===== config.mk =====
export PLATFORM = sky130hd
export DESIGN_NAME = dpll_backtrack_ctrl
export DESIGN_NICKNAME = d
export VERILOG_FILES = /design/src/rtl/dpll_backtrack_ctrl.sv
export SDC_FILE = /design/constraint.sdc
export NUM_CORES = 1
export LEC_CHECK = 0
export BUFFER_PORTS_ARGS = -buffer_cell sky130_fd_sc_hd__buf_2
export CAP_MARGIN = 5
export CORE_MARGIN = 2
export CORE_UTILIZATION = 53
export DETAILED_ROUTE_END_ITERATION = 10
export PLACE_DENSITY = 0.75
export RECOVER_POWER = 25
export SETUP_SLACK_MARGIN = 0.15
export SLEW_MARGIN = 10
export SYNTH_ARGS = -nofsm -noshare
export SYNTH_HDL_FRONTEND = slang
export SYNTH_SLANG_ARGS = --single-unit

===== constraint.sdc =====
create_clock -name clock -period 2.7 [get_ports clock]
set_input_delay 0.135 -clock clock [delete_from_list [all_inputs] [get_ports clock]]
set_output_delay 0.135 -clock clock [all_outputs]
set_load 0.03 [all_outputs]

===== src/rtl/dpll_backtrack_ctrl.sv =====
`default_nettype none
// +---------------------------------------------------------------------------+
// | dpll_backtrack_ctrl: chronological DPLL decide/backtrack sequencer, Rev 1.0 |
// +---------------------------------------------------------------------------+
module dpll_backtrack_ctrl #(
  parameter int NUM_VARS = 16,
  parameter int VAR_W    = 5,
  parameter int SETTLE   = 2
) (
  input  logic             clock,
  input  logic             reset,
  input  logic             start,
  input  logic             eval_done,
  input  logic             conflict,
  input  logic             stk_front,
  input  logic             stk_empty,
  input  logic             stk_full,
  output logic             stk_clr,
  output logic             stk_wr_en,
  output logic             stk_pop,
  output logic             stk_din,
  output logic             eval_req,
  output logic             unassign,
  output logic [VAR_W-1:0] var_idx,
  output logic             var_val,
  output logic [VAR_W-1:0] level,
  output logic             busy,
  output logic             sat,
  output logic             unsat,
  output logic             err
);

  localparam int CNT_W = $clog2(SETTLE + 1);
  localparam logic [CNT_W-1:0] SETTLE_M1 = CNT_W'(SETTLE - 1);

  localparam logic [3:0] S_IDLE     = 4'd0;
  localparam logic [3:0] S_CLEAR    = 4'd1;
  localparam logic [3:0] S_WAIT     = 4'd2;
  localparam logic [3:0] S_DECIDE   = 4'd3;
  localparam logic [3:0] S_EVAL     = 4'd4;
  localparam logic [3:0] S_BT_CHECK = 4'd5;
  localparam logic [3:0] S_BT_POP   = 4'd6;
  localparam logic [3:0] S_FLIP     = 4'd7;
  localparam logic [3:0] S_SAT      = 4'd8;
  localparam logic [3:0] S_UNSAT    = 4'd9;
  localparam logic [3:0] S_ERR      = 4'd10;

  logic [3:0]       state, state_next, ret, ret_next;
  logic [CNT_W-1:0] cnt, cnt_next;
  logic             req_sent, req_sent_next, flip_ph, flip_ph_next;
  logic [VAR_W-1:0] level_next, var_idx_next;
  logic             var_val_next, clr_next, wr_next, pop_next, din_next;
  logic             req_next, unas_next, busy_next, sat_next, unsat_next, err_next;
  logic             at_end;

  assign at_end = (level == VAR_W'(NUM_VARS));

  function automatic logic is_term(input logic [3:0] s);
    return (s == S_IDLE) || (s == S_SAT) || (s == S_UNSAT) || (s == S_ERR);
  endfunction

  always_ff @(posedge clock) begin
    if (reset) begin
      state     <= S_IDLE;
      ret       <= S_IDLE;
      cnt       <= '0;
      req_sent  <= 1'b0;
      flip_ph   <= 1'b0;
      level     <= '0;
      var_idx   <= '0;
      var_val   <= 1'b0;
      stk_clr   <= 1'b0;
      stk_wr_en <= 1'b0;
      stk_pop   <= 1'b0;
      stk_din   <= 1'b0;
      eval_req  <= 1'b0;
      unassign  <= 1'b0;
      busy      <= 1'b0;
      sat       <= 1'b0;
      unsat     <= 1'b0;
      err       <= 1'b0;
    end else begin
      state     <= state_next;
      ret       <= ret_next;
      cnt       <= cnt_next;
      req_sent  <= req_sent_next;
      flip_ph   <= flip_ph_next;
      level     <= level_next;
      var_idx   <= var_idx_next;
      var_val   <= var_val_next;
      stk_clr   <= clr_next;
      stk_wr_en <= wr_next;
      stk_pop   <= pop_next;
      stk_din   <= din_next;
      eval_req  <= req_next;
      unassign  <= unas_next;
      busy      <= busy_next;
      sat       <= sat_next;
      unsat     <= unsat_next;
      err       <= err_next;
    end
  end

  // Every stack access detours through WAIT so the flags settle before use.
  always_comb begin
    state_next = state;
    ret_next   = ret;
    cnt_next   = cnt;
    case (state)
      S_IDLE, S_SAT, S_UNSAT, S_ERR: begin
        if (start) state_next = S_CLEAR;
      end
      S_CLEAR: begin
        state_next = S_WAIT;
        ret_next   = S_DECIDE;
        cnt_next   = SETTLE_M1;
      end
      S_WAIT: begin
        if (cnt == '0) state_next = ret;
        else           cnt_next   = cnt - CNT_W'(1);
      end
      S_DECIDE: begin
        if (at_end)        state_next = S_SAT;
        else if (stk_full) state_next = S_ERR;
        else begin
          state_next = S_WAIT;
          ret_next   = S_EVAL;
          cnt_next   = SETTLE_M1;
        end
      end
      S_EVAL: begin
        if (req_sent && eval_done) state_next = conflict ? S_BT_CHECK : S_DECIDE;
      end
      S_BT_CHECK: begin
        if (stk_empty)      state_next = S_UNSAT;
        else if (stk_front) state_next = S_BT_POP;
        else                state_next = S_FLIP;
      end
      S_BT_POP: begin
        state_next = S_WAIT;
        ret_next   = S_BT_CHECK;
        cnt_next   = SETTLE_M1;
      end
      S_FLIP: begin
        state_next = S_WAIT;
        ret_next   = flip_ph ? S_EVAL : S_FLIP;
        cnt_next   = SETTLE_M1;
      end
      default: state_next = S_IDLE;
    endcase
  end

  always_comb begin
    level_next    = level;
    var_idx_next  = var_idx;
    var_val_next  = var_val;
    clr_next      = 1'b0;
    wr_next       = 1'b0;
    pop_next      = 1'b0;
    din_next      = 1'b0;
    req_next      = 1'b0;
    unas_next     = 1'b0;
    sat_next      = sat;
    unsat_next    = unsat;
    err_next      = err;
    req_sent_next = 1'b0;
    flip_ph_next  = flip_ph;
    busy_next     = !is_term(state_next);
    case (state)
      S_IDLE, S_SAT, S_UNSAT, S_ERR: begin
        if (state == S_SAT)   sat_next   = 1'b1;
        if (state == S_UNSAT) unsat_next = 1'b1;
        if (state == S_ERR)   err_next   = 1'b1;
        if (start) begin
          sat_next   = 1'b0;
          unsat_next = 1'b0;
          err_next   = 1'b0;
          level_next = '0;
        end
      end
      S_CLEAR: begin
        clr_next     = 1'b1;
        flip_ph_next = 1'b0;
      end
      S_DECIDE: begin
        if (!at_end && !stk_full) begin
          wr_next      = 1'b1;
          var_idx_next = level;
          var_val_next = 1'b0;
          level_next   = level + VAR_W'(1);
        end
      end
      S_EVAL: begin
        req_next      = !req_sent;
        req_sent_next = !(req_sent && eval_done);
      end
      S_BT_POP: begin
        pop_next     = 1'b1;
        unas_next    = 1'b1;
        var_idx_next = level - VAR_W'(1);
        level_next   = level - VAR_W'(1);
      end
      S_FLIP: begin
        // Pop the 0 and push a 1 for the same variable; level nets to zero change.
        if (!flip_ph) begin
          pop_next     = 1'b1;
          unas_next    = 1'b1;
          var_idx_next = level - VAR_W'(1);
          flip_ph_next = 1'b1;
        end else begin
          wr_next      = 1'b1;
          din_next     = 1'b1;
          var_val_next = 1'b1;
          flip_ph_next = 1'b0;
        end
      end
      default: ;
    endcase
  end

endmodule
`default_nettype wire


# Yosys cells after proc, flatten, opt, wreduce, memory -nomap -nowiden
# Index checks and enable logic that the tools add are counted.
word_totals:
  out_inout_bits: 21
  register_bits: 32
  input_bits: 8
  wordCells: 116
op_classes:
  n_reduce_logical: 34
  mux: 39
  bitwise: 2
  add_sub_neg: 3
  eq_ne: 21
ops:
  columns: ["op", "count"]
  rows:
  - ["2-to-1 mux 4 bit", 8]
  - ["case mux 5 bit (3 select lines)", 2]
  - ["equality test 4 bit (second input constant)", 6]
  - ["case mux 4 bit (6 select lines)", 1]
  - ["2-to-1 mux 5 bit", 4]
  - ["equality test 4 x 3 -> 1 bit (second input constant)", 4]
  - ["case mux 4 bit (4 select lines)", 1]
  - ["!= test 2 bit (second input constant)", 7]
  - ["2-to-1 mux 1 bit", 13]
  - ["AND reduction 3 bit", 4]
  - ["nonzero test 2 bit", 5]
  - ["nonzero test 3 bit", 3]
  - ["equality test 4 x 2 -> 1 bit (second input constant)", 2]
  - ["zero test 4 bit", 2]
  - ["2-to-1 mux 2 bit", 4]
  - ["case mux 1 bit (2 select lines)", 4]
  - ["case mux 2 bit (3 select lines)", 1]
  - ["AND reduction 2 bit", 3]
  - ["adder 5 x 1 -> 5 bit (second input constant)", 1]
  - ["equality test 5 bit (second input constant)", 1]
  - ["zero test 1 bit", 5]
  - ["subtractor 5 x 1 -> 5 bit (second input constant)", 1]
  - ["equality test 4 x 1 -> 1 bit (second input constant)", 1]
  - ["AND reduction 4 bit", 1]
  - ["other kinds (10)", 15]

# Logic depth before layout (Yosys ltp)
# Gate-level depths: netlist (run 1).
logic_depth:
  ltp_word: 8
  depth_mapped: 7
  ltp_nobuf: 7

# Worst setup path before layout (run 1)
# Ideal clock, no wire load.
synth_timing:
  path_kind: "reg-to-reg"
  start: "reg level[0]"
  end: "reg var_val"
  setup_ns: 0.095
  period_less_slack_ns: 1.890
  t_arrival_ns: 1.795
  setup_slack_ns: 0.810
  stages_incl_launch_ff: 7
  path_buffers: 0
  required_ns: 2.605
  path_cell_list: "dfxtp_1 > inv_1 > ha_1 > and4bb_2 > o31ai_1 > nand3_1 > a221oi_1"
synth_between:
  elab_chain_len: 5
synth_lines:
  columns: ["item", "line_no", "source"]
  rows:
  - ["start: declaration", "26", "output logic [VAR_W-1:0] level,"]
  - ["start signal: assignment", "88", "level <= level_next;"]
  - ["equality test 5 bit", "56", "assign at_end = (level == VAR_W'(NUM_VARS));"]
  - ["zero test 1 bit", "186", "if (!at_end && !stk_full) begin"]
  - ["logical AND 1 bit", "186", null]
  - ["!= test 2 bit (no line)", null, null]
  - ["AND reduction 3 bit (no line)", null, null]
  - ["end signal: assignment", "90", "var_val <= var_val_next;"]
  - ["end: declaration", "25", "output logic var_val,"]
# Every way passes these cells.
# A chain may end at the register's enable or synchronous reset.

# Final worst setup path (run 1)
layout_timing:
  start: "reg state[2]"
  end: "reg busy"
layout_between:
  elab_chain_len: 8
  word_cells_on_any_way: 25
  classes_between: "13 x eq/ne; 4 x mux; 8 x reduce/logical"
layout_lines:
  columns: ["item", "line_no", "source"]
  rows:
  - ["start: declaration", "48", "logic [3:0] state, state_next, ret, ret_next;"]
  - ["start signal: assignment", "83", "state <= state_next;"]
  - ["equality test 4 bit (tied with other cells)", "109", "case (state)"]
  - ["OR reduction 4 bit / OR reduction 3 bit (equally long branches)", null, null]
  - ["case mux 4 bit (6 select lines) *", "109", null]
  - ["equality test 4 bit / zero test 4 bit (equally long branches)", "59", "return (s == S_IDLE) || (s == S_SAT) || (s == S_UNSAT) || (s == S_ERR);"]
  - ["logical OR 1 bit (2 in series)", "59", null]
  - ["logical OR 1 bit *", "59", null]
  - ["zero test 1 bit *", "168", "busy_next = !is_term(state_next);"]
  - ["end signal: assignment", "97", "busy <= busy_next;"]
  - ["end: declaration", "27", "output logic busy,"]
# Mark *: on every way between the ends. The rest lies on a longest branch, timed or not.

==> results of run 1 <==
[final timing paths]
| kind | startpoint | end | slack (ns) | depth (start not counted) |
|---|---|---|---|---|
| setup / recovery | state[2]$_SDFF_PP0_ | busy$_SDFF_PP0_ | 0.64 | 5 |
| hold / removal | reset | var_idx[1]$_SDFFE_PP0P_ | 0.21 | 2 |
| setup reg to reg | state[2]$_SDFF_PP0_ | busy$_SDFF_PP0_ | 0.64 | 5 |
| hold reg to reg | req_sent$_SDFF_PP0_ | eval_req$_SDFF_PP0_ | 0.47 | 1 |
[cell families after synthesis]
family                   after synthesis
XOR/XNOR                               6
AO/OA/AOI/OAI                         61
multiplexers                           2
AND/OR/NAND/NOR                       85
adder cells (fa/ha/maj)                4
buffers and inverters                 25
flip-flops                            31
[synth_stat cells (2+ instances only)]
library cell / n / area [um2]
a211oi_1: 7 / 52.55
a21oi_1: 11 / 55.05
a21oi_2: 2 / 17.52
a311oi_1: 2 / 17.52
a31oi_1: 4 / 25.02
and2_1: 2 / 12.51
and2b_1: 3 / 22.52
buf_2: 3 / 15.01
buf_4: 4 / 30.03
buf_6: 4 / 45.04
clkbuf_8: 2 / 27.53
dfxtp_1: 31 / 620.6
ha_1: 4 / 50.05
inv_1: 11 / 41.29
mux2i_1: 2 / 20.02
nand2_1: 18 / 67.56
nand2b_1: 5 / 31.28
nand3_1: 8 / 40.04
nand3b_1: 3 / 22.52
nand4_1: 2 / 12.51
nor2_1: 17 / 63.81
nor3_1: 9 / 45.04
nor3b_1: 2 / 15.01
nor3b_2: 2 / 25.02
o211a_1: 2 / 20.02
o211ai_1: 2 / 15.01
o21a_1: 2 / 15.01
o21ai_0: 14 / 70.07
o31ai_1: 3 / 22.52
xnor2_1: 4 / 35.03
xor2_1: 2 / 17.52
[repair_timing]
item | CTS | global route
hold buffers | 1 | 0
endpoints found under the hold margin | 1 | 0
buffers inserted | 0 | 0
[power groups by stage]
stage / logic [uW] / registers (uW) / clock network, uW
global placement: 221 / 524 / 0
detailed placement: 222 / 524 / 0
floorplan: 183 / 522 / 0
finish: 224 / 515 / 271
CTS: 224 / 515 / 276
global route: 246 / 519 / 300
[sequential cells by signal, indices dropped and copies added (netlist names)]
name,cells
stk_wr_en,1
stk_din,1
state,4
eval_req,1
busy,1
var_idx,5
req_sent,1
var_val,1
ret,3
sat,1
level,5
unassign,1
err,1
stk_clr,1
cnt,2
flip_ph,1
unsat,1
[metrics by stage]
stage	total power, uW	setup WS (ns)
after floorplan	705.0	0.8102
after global placement	745.6	0.6843
after detailed placement	746.4	0.6754
after CTS	1015	0.6470
after global routing	1065	0.4753
final	1010	0.6368
[worst max-delay path, delay by kind of cell, from the launching register on]
family	cells	cell delay [ns]
flip-flops	1	0.83
AO/OA/AOI/OAI	3	0.67
AND/OR/NAND/NOR	2	0.47
[placed cells by master, fill, tap and decap left out, types with 3 or more instances in the layout]
master,count
a31oi_1,4
nor3_1,9
and2b_1,3
o21ai_0,14
dfxtp_1,31
nand2_1,18
buf_2,15
inv_1,11
o31ai_1,3
clkbuf_1,13
clkbuf_4,5
ha_1,4
nor2_1,17
nand3_1,8
xnor2_1,4
nand2b_1,5
a211oi_1,7
a21oi_1,11
nand3b_1,3
[layout make-up]
type | instances | area share (%)
clock buffer | 6 | 2.592
multi-input combinational | 158 | 53.67
timing repair buffer | 30 | 7.143
sequential | 31 | 31.35
clock inverter | 1 | 0.2528
inverter | 11 | 2.086
tap | 46 | 2.908
[per-layer routing]
metal  up-vias  wire (um)  global-route usage (%)  share of wire [%]
met5         -          0                       0                  0
met4         0         40                   6.667               0.99
met3         4        225                   7.027                5.6
met2        49       1898                   33.64                 47
met1       765       1867                   28.81                 46
li1        812          -                       -                  -
==> flow_summary.json, run 1 <==
{
  "syn_inst": 214,
  "critPathSlowestCell": "dfxtp_1",
  "route.detailed.drc": 0,
  "syn-cell-area_um2": 1846,
  "synth_compound_area_share_pct": 24.00,
  "dieArea_um2": 3970,
  "fin_area_um2": 1979,
  "worst_pin_slew_ns": 0.7645,
  "cts_buffers": 5,
  "path_class": "reg2reg",
  "grt_pass1_vias": 1444,
  "die_w_um": 63.01,
  "diodes": 0,
  "status": "complete, no violations",
  "slew_violations": 0,
  "pwr-share-comb_pct": 22.2,
  "synth_edf_count": 0,
  "postRouteWirelength_um": 4031,
  "cts_buffer_depth": 2,
  "required_ns": 2.93,
  "cts_root_buf": "clkbuf_4",
  "nets": 249,
  "viasPerCell": 5.760,
  "ir_drop_mv": 0.3223,
  "synth.distinct_cells": 58,
  "ys_warn_count": 0,
  "antenna_found_initial": 0,
  "synthAdderAreaFrac_pct": 2.712,
  "ys.flop_type": "dfxtp_1",
  "vias": 1630,
  "arrival_ns": 2.29,
  "synth_xor_area_share_pct": 2.847,
  "multi_input_area_um2": 1062,
  "crit_path_end_kind": "register",
  "maxCapViolCount": 0,
  "tns_ns": 0,
  "synth-simple-area-share_pct": 26.92,
  "rsz0062_at_grt": "false",
  "nFillCells": 320,
  "detail-route-antenna-nets": 0,
  "p_int_uw": 687.5,
  "dpl-instance-area_um2": 1929,
  "cpPeakStageDelay_ns": 0.83,
  "hpwl_um": 2967,
  "synthMuxAreaShare_pct": 1.085,
  "rows": 21,
  "clkLatencyLatePin_ns": 0.33,
  "cts_tree": "yes",
  "fin_worst_skew_ns": 0.005420,
  "synth-seq-area-share_pct": 33.63,
  "pwr-share-clk_pct": 26.8,
  "core_um2": 3337,
  "synth_top_family_by_area": "simple AND/OR/NAND/NOR gates",
  "total_leakage_power_uw": 0.0007093,
  "p_switching_uw": 322.4,
  "clock-sinks": 31,
  "gp_congestion": 0.8652,
  "setup-violations-final": 0,
  "grt_max_degree": 25,
  "ys_async_sr_fraction_pct": 0,
  "seq_area_um2": 620.6,
  "grt_pass1_wl_um": 6686,
  "synthToLayoutAreaGrowth_pct": 7.254,
  "dpl.cell_count": 275,
  "instances_no_fill": 283,
  "hp-class": "in2reg",
  "power_density_nw_per_um2": 510.2,
  "avgSynthCellArea_um2": 8.624,
  "worst_hold_slack_ns": 0.2057,
  "min_period_ns": 2.063,
  "start_util_pct": 55.31,
  "cp_cell_sequence": "and2b_1, a211oi_2, o221ai_1, and2_0, o311a_1",
  "io_pins": 29,
  "crit_fanout": 24,
  "post_cts_resized": 0,
  "finalHoldViolations": 0,
  "htree_levels": 2,
  "p_seq_share_pct": 51.0,
  "fin_crit_sh_pct": 76.41,
  "grt_usage_pct": 21.78,
  "avgRoutedWirePerCell_um": 14.24,
  "p_sw_share_pct": 31.92,
  "clkTransAtPathRegs_ns": 0.09,
  "drt-initial-drc-count": 90,
  "critPathLaunchType": "register",
  "ys_seq_elements": 31,
  "drt_pre_antenna_iters": 4,
  "gr-total-overflow": 0,
  "port_buffers": 28,
  "synth_nets": 226,
  "die_h_um": 63.01,
  "utilization_pct": 59.32,
  "drive_gt1_share_pct": 16.46,
  "max_clock_freq_ghz": 0.4847,
  "timing.slew.headroom_pct": 48.97
}
Power figures use the tool's default switching activity.
==> run 2, diff against run 1 <==
Settings changed: ABC_AREA set to 1, CORE_UTILIZATION 53 to 50.
Clock period 2.7 ns to 1.7 ns, I/O delays scaled along.
==> flow_summary.json, run 2 <==
{
  "reg_top3": "level x5, var_idx x5, state x4",
  "port_buffers": 28,
  "detail-route-antenna-nets": 0,
  "hp-class": "in2reg",
  "syn-cell-area_um2": 1663,
  "core_um2": 3103,
  "synthTopCellsByArea": "dfxtp_1 (37%), nand2_1 (15%), nor2_1 (9.0%)",
  "synth.distinct_cells": 27,
  "power_density_nw_per_um2": 1002,
  "path_class": "reg2reg",
  "rows": 20,
  "nets": 307,
  "busiest_layer": "met2",
  "min_period_ns": 1.518,
  "gr-total-overflow": 0,
  "layout.cells.most_common": "nand2_1",
  "use_met3_pct": 5.672,
  "critPathBufInv": 3,
  "dpl-instance-area_um2": 1864,
  "ys.flop_type": "dfxtp_1",
  "cp_cell_sequence": "inv_6, ha_4, nand2_2, inv_1, nand2_1, nand2_2, nand2_4, nand2_4, nor2_8, inv_4, o21ai_2, nor2_1",
  "cts_root_buf": "clkbuf_4",
  "crit_fanout": 6,
  "ys_seq_elements": 31,
  "fin_area_um2": 2088,
  "fin_crit_sh_pct": 89.30,
  "vias": 1748,
  "slew_violations": 0,
  "die_w_um": 61.67,
  "critPathLaunchType": "register",
  "rsz0062_at_grt": "true",
  "avgRoutedWirePerCell_um": 11.99,
  "most-common-layout-cells": "nand2_1 (63), nor2_1 (34), dfxtp_1 (25), inv_1 (21), buf_2 (17)",
  "drive_gt1_share_pct": 26.01,
  "cts_buffers": 5,
  "drt_pre_antenna_iters": 4,
  "utilization_pct": 67.30,
  "grt_max_degree": 16,
  "ys_async_sr_fraction_pct": 0,
  "gp_congestion": 0.8668,
  "crit_family": "simple AND/OR/NAND/NOR gates",
  "timing.slew.headroom_pct": 66.82,
  "io_pins": 29,
  "worst_pin_slew_ns": 0.4972,
  "maxCapViolCount": 0,
  "ir_drop_mv": 0.8481,
  "antenna_found_initial": 0,
  "worst_hold_slack_ns": 0.06294,
  "synth_edf_count": 0,
  "dieArea_um2": 3803,
  "route.detailed.drc": 0,
  "required_ns": 1.93,
  "syn_inst": 253,
  "start_util_pct": 53.59,
  "diodes": 0,
  "viasPerCell": 5.141,
  "finalHoldViolations": 0,
  "post-place-ws_ns": 0.1242,
  "synthToLayoutAreaGrowth_pct": 25.58,
  "postLayoutSetupSlackWorst_ns": 0.1820,
  "crit_path_end_kind": "register",
  "clkLatencyLatePin_ns": 0.34,
  "critPathSlowestCell": "dfxtp_4",
  "ys_warn_count": 0,
  "clkTransAtPathRegs_ns": 0.09,
  "cts_tree": "yes",
  "htree_levels": 2,
  "synth.largest_area_cell": "dfxtp_1",
  "grt_pass1_wl_um": 6051,
  "grt_usage_pct": 21.55,
  "max_clock_freq_ghz": 0.6588,
  "hpwl_um": 2799,
  "synth_top_area_share_pct": 37.32,
  "met1_usage_pct": 30.32,
  "synth_nets": 265,
  "use_met2_pct": 31.88,
  "drt-initial-drc-count": 133,
  "fin_worst_skew_ns": 0.01340,
  "die_h_um": 61.67,
  "grt_pass1_vias": 1378,
  "status": "complete, no violations",
  "total_leakage_power_uw": 0.001028,
  "arrival_ns": 1.75,
  "synth-seq-area-share_pct": 37.32,
  "setup-violations-final": 0,
  "yosysMostFrequentCell": "nand2_1",
  "clock-sinks": 31,
  "tns_ns": 0,
  "cts_buffer_depth": 2,
  "ys_top_cells_by_count": "nand2_1 (66), nor2_1 (40), dfxtp_1 (31)",
  "cpPeakStageDelay_ns": 0.40,
  "postRouteWirelength_um": 4076,
  "avgSynthCellArea_um2": 6.573
}
[run 2: cell types whose count changed after synthesis, sizes merged, moves of 8 or more]
cell,before,now
nand2,18,71
nor2,17,45
inv,11,32
a211oi,8,0
buf,11,3
[run 2: power breakdown]
group          switching, uW  leakage (uW)  internal, uW
Sequential              77.4      0.000255           793
Clock                    258     0.0000464           288
Combinational            441      0.000726           235
[run 2: what timing repair did]
action | CTS | global route
pin swaps | 0 | 6
setup buffers | 1 | 7
setup endpoints to repair | 6 | 17
resized for setup | 1 | 27
hold buffers | 0 | 0
[run 2: worst min-delay path: cells and delay by family]
kind                   cells  cell delay, ns
AND/OR/NAND/NOR            3            0.18
buffers and inverters      1            0.09
[run 2: worst paths after layout]
kind,start,endpoint,slack (ns),depth (start not counted)
max,level[0]$_SDFFE_PP0P_,level[0]$_SDFFE_PP0P_,0.18,12
min,start,err$_SDFFE_PP0P_,0.06,4
max reg2reg,level[0]$_SDFFE_PP0P_,level[0]$_SDFFE_PP0P_,0.18,12
min reg2reg,req_sent$_SDFF_PP0_,eval_req$_SDFF_PP0_,0.46,1
[run 2: metal layers]
metal | share of wire [%] | wire (um)
met1 | 46 | 1882
met2 | 47 | 1909
met3 | 5.6 | 228
met4 | 1.3 | 55
met5 | 0 | 0
[run 2: area by class of cell]
cell class	count	area (um2)
Clock buffer	7	76.32
Clock inverter	1	5.005
Fill cell	302	1015
Inverter	32	130.1
Multi-Input combinational cell	185	957.2
Sequential cell	31	635.6
Tap cell	44	55.05
Timing Repair Buffer	40	229.0
[run 2: logic make-up after synthesis]
group / after synthesis / synth area share, %
AO/OA/AOI/OAI: 38 / 11.96
XOR/XNOR: 3 / 1.580
adder cells (fa/ha/maj): 4 / 3.010
buffers and inverters: 37 / 9.255
flip-flops: 31 / 37.32
AND/OR/NAND/NOR: 140 / 36.87
[run 2: per-stage QoR]
| step | instances | total power, uW |
|---|---|---|
| final | 340 | 2093 |
| after global routing | 340 | 2216 |
| after CTS | 333 | 2020 |
| after detailed placement | 324 | 1477 |
| after global placement | 324 | 1475 |
| after floorplan | 253 | 1340 |
==> run 3, diff against run 2 <==
Settings changed: ABC_AREA 1 to unset, CORE_UTILIZATION 50 to 51, PLACE_DENSITY 0.75 to 0.76.
==> flow_summary.json, run 3 (synthesized netlist as in run 1, its figures left out) <==
{
  "min_to": "var_idx[3]$_SDFFE_PP0P_",
  "clkTransAtPathRegs_ns": 0.10,
  "reg2reg_slack_ns": 0.11,
  "grt_usage_pct": 24.14,
  "hp-class": "in2reg",
  "path_class": "reg2reg",
  "grt_max_degree": 15,
  "rsz0062_at_grt": "true",
  "grt_pass1_vias": 1631,
  "die_w_um": 64.16,
  "multi_input_area_um2": 1185,
  "worst_pin_slew_ns": 0.3640,
  "diodes": 0,
  "whs_path_depth": 2,
  "dieArea_um2": 4116,
  "worstSetupStartpoint": "level[0]$_SDFFE_PP0P_",
  "die_h_um": 64.16,
  "power_density_nw_per_um2": 735.9,
  "synthToLayoutAreaGrowth_pct": 28.20,
  "grt_pass1_wl_um": 7728,
  "cts_buffers": 5,
  "detail-route-antenna-nets": 0,
  "ir_drop_mv": 0.3790,
  "route.detailed.drc": 0,
  "arrival_ns": 1.83,
  "postRouteWirelength_um": 4836,
  "htree_levels": 2,
  "rows": 21,
  "gr-total-overflow": 0,
  "fin_worst_skew_ns": 0.01087,
  "most-common-layout-cells": "buf_4 (27), dfxtp_1 (22), nand2_1 (17), buf_2 (15), nor2_1 (14)",
  "clkLatencyLatePin_ns": 0.33,
  "antenna_found_initial": 0,
  "gp_congestion": 0.9659,
  "cts_root_buf": "clkbuf_4",
  "worst_hold_slack_ns": 0.1208,
  "slew_violations": 0,
  "drt_pre_antenna_iters": 5,
  "fin_crit_sh_pct": 93.32,
  "viasPerCell": 5.791,
  "cts_buffer_depth": 2,
  "setup-violations-final": 0,
  "hpwl_um": 3396,
  "core_um2": 3416,
  "avgRoutedWirePerCell_um": 15.55,
  "max_clock_freq_ghz": 0.6303,
  "tns_ns": 0,
  "min-delay-start": "reset",
  "drt-initial-drc-count": 127,
  "start_util_pct": 54.03,
  "r2r_end": "var_val$_SDFFE_PP0P_",
  "status": "complete, no violations",
  "instances_no_fill": 311,
  "crit_path_end_kind": "register",
  "clock-sinks": 31,
  "maxCapViolCount": 0,
  "vias": 1801,
  "layout.cells.most_common": "buf_4",
  "cts_tree": "yes",
  "seq_area_um2": 646.9,
  "reg2reg_depth": 6,
  "timing.slew.headroom_pct": 75.84,
  "nets": 277,
  "finalHoldViolations": 0,
  "reg_top3": "level x5, var_idx x5, state x4",
  "drive_gt1_share_pct": 38.11,
  "critPathLaunchType": "register",
  "required_ns": 1.94,
  "min_period_ns": 1.586,
  "total_leakage_power_uw": 0.0008973,
  "crit_fanout": 3,
  "dpl.cell_count": 294,
  "nFillCells": 297,
  "port_buffers": 28,
  "io_pins": 29,
  "r2r_start": "level[0]$_SDFFE_PP0P_"
}
run 3: worst max path at each step:
stage | end
floorplan | var_val$_SDFFE_PP0P_
global placement | busy$_SDFF_PP0_
detailed placement | busy$_SDFF_PP0_
CTS | var_val$_SDFFE_PP0P_
global route | var_val$_SDFFE_PP0P_
finish | var_val$_SDFFE_PP0P_
run 3: power by group:
part           internal, uW  switching (uW)
combinational           219             279
sequential              759            40.0
clock                   191             252
run 3: layout make-up:
type	count	area share, %
flip-flops and latches	31	27.34
inverters	11	2.062
well taps	46	2.433
repair buffers	58	15.71
clock inverters	1	0.2115
clock buffers	6	2.168
multi-input cells	158	50.08
run 3: what timing repair did:
action / CTS / global route
hold buffers: 1 / 0
pin swaps: 10 / 14
setup endpoints to repair: 18 / 18
gates cloned: 0 / 0
hold endpoints to repair: 1 / 0
resized for setup: 21 / 24
buffers inserted: 3 / 6
run 3: layer usage:
metal  global-route usage (%)  vias to the layer above  wire, um
li1                         -                      871         -
met3                    5.106                       12       344
met1                    33.22                      844      2199
met5                        0                        -         0
met2                    36.20                       74      2226
met4                    10.90                        0        65
run 3: per-stage QoR:
stage / power [uW] / util (%) / area, um2 / setup slack (ns)
after floorplan: 1121 / - / 1859 / 0.1171
after global placement: 1242 / 61.43 / 2098 / 0.02452
after detailed placement: 1247 / 61.43 / 2098 / 0.003513
after CTS: 1708 / 66.01 / 2255 / 0.1147
after global routing: 1829 / 69.27 / 2366 / 0.03992
final: 1741 / 69.27 / 2366 / 0.1136
run 3: critical path, stage by stage, from the launching register on:
cell and delay [ns]:
dfxtp_4 0.38, inv_6 0.04, ha_4 0.15, and4bb_2 0.26
o31ai_2 0.26, nand3_2 0.14, a221oi_2 0.27
